==> config.mk <==
export PLATFORM = sky130hd
export DESIGN_NAME = key_write_arb
export DESIGN_NICKNAME = d
export VERILOG_FILES = /design/src/rtl/key_write_arb.sv
export SDC_FILE = /design/constraint.sdc
export NUM_CORES = 1
export LEC_CHECK = 0
export ABC_AREA = 1
export CAP_MARGIN = 10
export CORE_AREA = 10 10 112 114
export CTS_CLUSTER_DIAMETER = 30
export DETAILED_ROUTE_END_ITERATION = 12
export DIE_AREA = 0 0 122 124
export GPL_ROUTABILITY_DRIVEN = 0
export MAX_ROUTING_LAYER = met4
export SLEW_MARGIN = 40
export SYNTH_ARGS = -nofsm -noshare
export SYNTH_HDL_FRONTEND = slang
export SYNTH_SLANG_ARGS = --single-unit
==> constraint.sdc <==
create_clock -name clk -period 3.45 [get_ports clk]
set_input_delay 0.69 -clock clk [delete_from_list [all_inputs] [get_ports clk]]
set_output_delay 0.69 -clock clk [all_outputs]
set_load 0.01 [all_outputs]
==> src/rtl/key_write_arb.sv <==
// Round-robin arbiter sharing one key-write port among NREQ setup-style requesters.
// Define ARB_TIMEOUT_EN to add an ack-wait timeout (TIMEOUT cycles) with a sticky err flag.
module key_write_arb #(
   parameter int NREQ    = 4,
   parameter int DW      = 32,
   parameter int TIMEOUT = 16
) (
   input  logic               clk,
   input  logic               rst,
   input  logic [NREQ-1:0]    writeReq,
   input  logic [NREQ*DW-1:0] key_in,
   output logic [NREQ-1:0]    writeSucceeded,
   output logic               mem_wr_req,
   output logic [DW-1:0]      mem_key,
   input  logic               mem_wr_ack,
   output logic [2:0]         grant_id,
   output logic               busy,
   output logic               err
);

   typedef enum logic [1:0] {IDLE, ISSUE, HOLD} state_t;

   localparam logic [2:0] LAST_RST = 3'(NREQ - 1);

   state_t        state_q, state_d;
   logic [2:0]    grant_q, grant_d;
   logic [2:0]    last_q, last_d;
   logic [DW-1:0] key_q, key_d;

   logic [2:0]    pick;
   logic          pick_vld;
   logic [DW-1:0] pick_key;
   logic          tmo;
   logic          hold_ok;

   // Search requesters above last first, then wrap around to 0..last.
   always_comb begin
      // NOTE: every combinational output gets a default first so no path leaves it unassigned (no latch).
      pick     = last_q;
      pick_vld = 1'b0;
      for (int i = 0; i < NREQ; i++) begin
         if (!pick_vld && writeReq[i] && (3'(i) > last_q)) begin
            pick_vld = 1'b1;
            pick     = 3'(i);
         end
      end
      for (int i = 0; i < NREQ; i++) begin
         if (!pick_vld && writeReq[i] && (3'(i) <= last_q)) begin
            pick_vld = 1'b1;
            pick     = 3'(i);
         end
      end
   end

   always_comb begin
      pick_key = '0;
      for (int i = 0; i < NREQ; i++) begin
         if (pick == 3'(i)) pick_key = key_in[i*DW +: DW];
      end
   end

   always_comb begin
      state_d = state_q;
      grant_d = grant_q;
      last_d  = last_q;
      key_d   = key_q;
      case (state_q)
         IDLE: begin
            if (pick_vld) begin
               grant_d = pick;
               key_d   = pick_key;
               state_d = ISSUE;
            end
         end
         ISSUE: begin
            // A timed-out requester still moves to the back of the order.
            if (mem_wr_ack || tmo) begin
               last_d  = grant_q;
               state_d = HOLD;
            end
         end
         HOLD:    state_d = IDLE;
         default: state_d = IDLE;
      endcase
   end

   always_ff @(posedge clk) begin
      if (rst) begin
         state_q <= IDLE;
         grant_q <= LAST_RST;
         last_q  <= LAST_RST;
         key_q   <= '0;
      end else begin
         // NOTE: sequential state uses non-blocking assignments so all registers update together.
         state_q <= state_d;
         grant_q <= grant_d;
         last_q  <= last_d;
         key_q   <= key_d;
      end
   end

`ifdef ARB_TIMEOUT_EN
   localparam int CW = $clog2(TIMEOUT + 1);

   logic [CW-1:0] cnt_q, cnt_d;
   logic          to_q, to_d;
   logic          err_q, err_d;

   assign tmo     = (state_q == ISSUE) && !mem_wr_ack && (cnt_q == CW'(TIMEOUT - 1));
   assign cnt_d   = (state_q == ISSUE) ? cnt_q + CW'(1) : '0;
   assign to_d    = tmo;
   assign err_d   = err_q | tmo;
   assign hold_ok = (state_q == HOLD) && !to_q;
   assign err     = err_q;

   always_ff @(posedge clk) begin
      if (rst) begin
         cnt_q <= '0;
         to_q  <= 1'b0;
         err_q <= 1'b0;
      end else begin
         cnt_q <= cnt_d;
         to_q  <= to_d;
         err_q <= err_d;
      end
   end
`else
   assign tmo     = 1'b0;
   assign hold_ok = (state_q == HOLD);
   assign err     = 1'b0;
`endif

   always_comb begin
      writeSucceeded = '0;
      for (int i = 0; i < NREQ; i++) begin
         writeSucceeded[i] = hold_ok && (grant_q == 3'(i));
      end
   end

   assign mem_wr_req = (state_q == ISSUE);
   assign mem_key    = (state_q == ISSUE) ? key_q : '0;
   assign busy       = (state_q != IDLE);
   assign grant_id   = grant_q;

endmodule
### After elaboration in Yosys (flattened, before gate mapping)

Cells that the tools add are included.

| operators by class | value |
|---|---|
| $lt $le $gt $ge | 8 |
| eq/ne operators | 10 |
| mux-type cells | 24 |
| reduce and logical (&&, ||, !) cells | 33 |

Operator list:

| operator | count |
|---|---|
| two-way mux 32 bit | 5 |
| two-way mux 3 bit | 8 |
| logical AND 1 bit | 19 |
| equality test 3 x 2 -> 1 bit, second input constant | 4 |
| two-way mux 1 bit | 8 |
| zero test 1 bit | 7 |
| equality test 3 x 1 -> 1 bit, second input constant | 2 |
| greater-than comparator 1 x 3 -> 1 bit, first input constant | 2 |
| greater-than comparator 2 x 3 -> 1 bit, first input constant | 2 |
| <= comparator 1 x 3 -> 1 bit, first input constant | 2 |
| <= comparator 2 x 3 -> 1 bit, first input constant | 2 |
| zero test 3 bit | 2 |
| AND reduction 2 bit | 3 |
| two-way mux 2 bit | 2 |
| case mux 2 bit (2 select lines) | 1 |
| equality test 2 x 1 -> 1 bit, second input constant | 1 |
| equality test 2 bit, second input constant | 1 |
| zero test 2 bit | 1 |
| inequality test 2 x 1 -> 1 bit, second input constant | 1 |
| inequality test 2 bit, second input constant | 1 |
| nonzero test 2 bit | 1 |

| word-level totals | value |
|---|---|
| bits in registers | 40 |
| bits of input ports | 135 |
| output and inout port bits | 42 |
| logic and storage cells | 79 |

### Depth between registers and ports, before layout

| depth | value |
|---|---|
| depth in word-level cells | 36 |
| gate-level depth with buffers | 16 |

### Least setup slack after synthesis

OpenSTA, ideal clock, no wires.

| timing path | value |
|---|---|
| kind | in2reg |
| start point | input writeReq[2] |
| end point | register key_q[27] |
| setup time | 0.132 ns |
| arrival time | 1.900 ns |
| slack | 1.418 ns |
| stages on the path | 13 |
| path buffers | 1 |
| path through | nand2_2 nand3_2 nor2_4 nand2_1 nand2_1 nand2_1 nand2_2 nand3_2 buf_4 nor2_1 nor2_1 nand2_1 a21oi_1 |

| between the ends | value |
|---|---|
| longest elaborated chain between the ends | 28 |
| elaborated cells on any way between the ends | 38 |

Ends and longest elaborated chain:

| what | RTL line | source |
|---|---|---|
| start: declaration | 10 | `input logic [NREQ-1:0] writeReq,` |
| logical AND 1 bit (2 in series) | 42 | `if (!pick_vld && writeReq[i] && (3'(i) > last_q)) begin` |
| two-way mux 1 bit | 42 |  |
| zero test 1 bit | 42 |  |
| logical AND 1 bit (2 in series) | 42 |  |
| two-way mux 1 bit | 42 |  |
| zero test 1 bit | 48 | `if (!pick_vld && writeReq[i] && (3'(i) <= last_q)) begin` |
| logical AND 1 bit (2 in series) | 48 |  |
| two-way mux 1 bit | 48 |  |
| [... 4 more ...] | n/a |  |
| zero test 1 bit | 48 |  |
| logical AND 1 bit (2 in series) | 48 |  |
| two-way mux 1 bit | 48 |  |
| zero test 1 bit | 48 |  |
| logical AND 1 bit (2 in series) | 48 |  |
| two-way mux 3 bit | 48 |  |
| zero test 3 bit | 58 | `if (pick == 3'(i)) pick_key = key_in[i*DW +: DW];` |
| two-way mux 32 bit (4 in series) | 58 |  |
| end signal: assignment | 98 | `key_q <= key_d;` |
| end: declaration | 28 | `logic [DW-1:0] key_q, key_d;` |

Parallel ways exist; a longest one is shown, timed or not.
A chain may end at the register's enable or synchronous reset.

### Final worst setup path

| timing path | value |
|---|---|
| start point | input writeReq[1] |
| end point | register key_q[29] |

| between the ends | value |
|---|---|
| longest elaborated chain between the ends | 32 |
| elaborated cells on any way between the ends | 43 |

Ends and longest elaborated chain:

| what | RTL line |
|---|---|
| logical AND 1 bit (2 in series) | 42 |
| two-way mux 1 bit | 42 |
| zero test 1 bit | 42 |
| logical AND 1 bit (2 in series) | 42 |
| two-way mux 1 bit | 42 |
| zero test 1 bit | 42 |
| logical AND 1 bit (2 in series) | 42 |
| two-way mux 1 bit | 42 |
| [... 8 more ...] | n/a |
| zero test 1 bit | 48 |
| logical AND 1 bit (2 in series) | 48 |
| two-way mux 1 bit | 48 |
| zero test 1 bit | 48 |
| logical AND 1 bit (2 in series) | 48 |
| two-way mux 3 bit | 48 |
| zero test 3 bit | 58 |
| two-way mux 32 bit (4 in series) | 58 |

Parallel ways exist; a longest one is shown, timed or not.

==> impl_metrics.env <==
export IMPL_cts_buffer_depth=2
export IMPL_min_path_type="flop to flop"
export IMPL_n_antenna_cell=0
export IMPL_fin_crit_sh_pct=79.1
export IMPL_slew_violations=0
export IMPL_critPathKind="input port to flop"
export IMPL_route_vias_total=3841
export IMPL_p_comb_share_pct=49.0
export IMPL_ant_nets=0
export IMPL_clock_sinks=40
export IMPL_cp_end_kind="flop"
export IMPL_synthAdderAreaFrac_pct=0
export IMPL_finalSetupViolations=0
export IMPL_boundaryPins=177
export IMPL_gr_usage_met1_pct=18.7
export IMPL_r2r_setup_slack_ps=1150
export IMPL_initial_core_util_pct=29.4
export IMPL_met2_usage_pct=28.2
export IMPL_postLayoutCoreUtil_pct=48.2
export IMPL_routed_wl_um=12600
export IMPL_core_area_um2=10200
export IMPL_synth_edf_count=0
export IMPL_path_max_fanout=27
export IMPL_detail_route_first_pass_iterations=4
export IMPL_yosysWarnings=0
export IMPL_ys_flop_type="dfxtp_1"
export IMPL_seq_area_frac_synth_pct=26.7
export IMPL_pwr_share_seq_pct=33.4
export IMPL_peakVddDrop_uv=170
export IMPL_syn_num_nets=665
export IMPL_netlist_instances=530
export IMPL_ctsResizeCount=0
export IMPL_power_density_nw_per_um2=343
export IMPL_worstPathArrival_ps=2960
export IMPL_cp_start_kind="input port"
export IMPL_min_path_cells=2
export IMPL_hp_start="key_q[4]"
export IMPL_synth_seq_cells=40
export IMPL_drt_iter0_markers=260
export IMPL_synth_top_area_share_pct=26.7
export IMPL_antenna_found_initial=0
export IMPL_rr_endpoint="key_q[29]"
export IMPL_grt_max_degree=34
export IMPL_worst_pin_slew_ps=762
export IMPL_cellLeakagePower_nw=2.14
export IMPL_die_width_um=122
export IMPL_grt_first_pass_wirelength_um=19800
export IMPL_drive_gt1_share_pct=5.51
export IMPL_synth_cell_area_um2=3000
export IMPL_holdPathEnd="key_q[4]"
export IMPL_die_area_um2=15100
export IMPL_synth_xor_xnor_area_share_pct=0
export IMPL_finalHoldViolCount=0
export IMPL_rsz0062_at_grt="false"
export IMPL_setup_tns_final_ps=0
export IMPL_synth_area_leaders="dfxtp_1 27%, nand2_1 14%, nor2_1 13%, nand3_1 11%, inv_1 9.7%"
export IMPL_cts_root_buffer="clkbuf_8"
export IMPL_port_buffers=175
export IMPL_muxShareOfSynthArea_pct=0
export IMPL_finClkSkew_ps=6.00
export IMPL_syn_area_per_cell_um2=5.67
export IMPL_critPathMaxStageDelay_ps=580
export IMPL_cts_tree="built"
export IMPL_drc=0
export IMPL_power_frac_clock_pct=17.6
export IMPL_synth_area_leader_cell="dfxtp_1"
export IMPL_maxSlewHeadroom_pct=49.1
export IMPL_clk_pin_slew_worst_paths_ps=80
export IMPL_via_per_inst=4.65
export IMPL_final_nets=825
export IMPL_place_hpwl_um=10000
export IMPL_netSwitchingPower_mw=0.646
export IMPL_path_cells="clkdlybuf4s50_1 -> nand3_2 -> nand3_2 -> nor2_4 -> nand4_2 -> inv_2 -> nor2_4 -> buf_4 -> nand3_1 -> nand3_1 -> nor2_1 -> nor2_1"
export IMPL_synth_compound_area_share_pct=14.3
export IMPL_reg2reg_from="last_q[1]"
export IMPL_rows=37
export IMPL_grt_pass1_vias=3986
export IMPL_ctsHoldBuffers=0
export IMPL_use_met3_pct=6.52
export IMPL_fmax_mhz=366
export IMPL_synthArstFlopShare_pct=0
export IMPL_clk_insertion_delay_late_ps=290
export IMPL_grt_busiest_layer="met2"
export IMPL_grt_overflow=0
export IMPL_grt_usage_pct=16.8
export IMPL_synth_cell_types=28
export IMPL_crit_slowest_cell="clkdlybuf4s50_1"
export IMPL_synth_top_family_by_area="simple AND/OR/NAND/NOR gates"
export IMPL_drv_cap=0
export IMPL_post_drt_wl_per_cell_um=15.3
export IMPL_post_cts_buffers=0
export IMPL_p_sw_share_pct=38.2
export IMPL_area_growth_pct=64.3
export IMPL_synth_simple_area_share_pct=43.5
export IMPL_cts_buffers=5
export IMPL_outcome="complete, no violations"
export IMPL_reg2regPathDepth=12
export IMPL_p_int_mw=1.05
export IMPL_die_h_um=124
export IMPL_period_minus_slack_ps=2730
export IMPL_h_tree_depth=2
export IMPL_crit_required_ps=3680
-- registers in the layout, summed over array words and instances (netlist names) --
name	count
state_q	2
last_q	3
grant_id	3
key_q	32
-- cells in the final DEF (no fill, tap or decap), drive strengths merged --
cell type,instances
nand2,113
nor4,4
a21oi,18
nand3b,1
clkdlybuf4s50,175
o211ai,15
nand4,3
inv,84
o31ai,1
nand3,71
dfxtp,40
clkbuf,6
o21ai,41
o2111ai,1
buf,9
nor3,1
clkinv,1
nor2,105
conb,1
-- synthesized netlist by cell type, drive strengths merged (3+ instances only) --
library cell	number
nand4	3
nand3	71
dfxtp	40
nor4	4
nor2	105
clkbuf	15
buf	16
nand2	113
a21oi	18
o21ai	41
inv	84
o211ai	15
-- cell families (layout without fill, tap and decap cells) --
family | Yosys count | after routing
simple gates | 298 | 298
buf+inv | 115 | 275
compound gates | 76 | 76
flops | 40 | 40
other cells | 1 | 1
-- metal layers --
metal  part of all wire (%)  up-vias
met5                      0        -
met4                   0.99        0
met3                     11       11
met2                     46      160
met1                     41     1687
li1                       -     1983
-- metrics by stage --
stage	cells	hold WS (ps)	power (mW)	instance area (µm²)	setup slack, ps
floorplan	530	445	1.05	3000	1420
global placement	819	453	1.40	4860	518
detailed placement	819	458	1.41	4860	427
CTS	826	470	1.72	4930	725
global route	826	481	1.84	4930	471
finish	826	465	1.69	4930	719
-- cell type report --
type / instances / area [µm²]
repair buffers: 184 / 1830
fillers: 1058 / 5300
well taps: 136 / 170
inverters: 84 / 315
clock buffers: 6 / 72.6
multi-input cells: 375 / 1740
clock inverters: 1 / 5.00
flip-flops and latches: 40 / 801
-- power groups by stage --
| stage | Sequential, mW | Combinational (mW) | Clock, mW |
|---|---|---|---|
| 2_1_floorplan | 0.570 | 0.485 | 0 |
| 3_3_place_gp | 0.575 | 0.826 | 0 |
| 3_5_place_dp | 0.576 | 0.837 | 0 |
| 4_1_cts | 0.566 | 0.841 | 0.313 |
| 5_1_grt | 0.574 | 0.939 | 0.329 |
| 6_report | 0.566 | 0.829 | 0.298 |
-- how the worst max path moves through the flow --
stage	end	cells after the start	slack (ps)	start
after floorplan	key_q[27]	13	1420	writeReq[2]
after global placement	key_q[29]	12	520	writeReq[1]
after detailed placement	key_q[29]	12	430	writeReq[1]
after CTS	mem_key[7]	5	720	state_q[0]
after global routing	key_q[29]	12	470	writeReq[1]
final	key_q[29]	12	720	writeReq[1]
-- worst max-delay path: cells and delay by family --
family | cells | cell delay [ps]
buffers and inverters | 3 | 990
and+or+nand+nor | 9 | 1270
(Power assumes the default switching activity.)
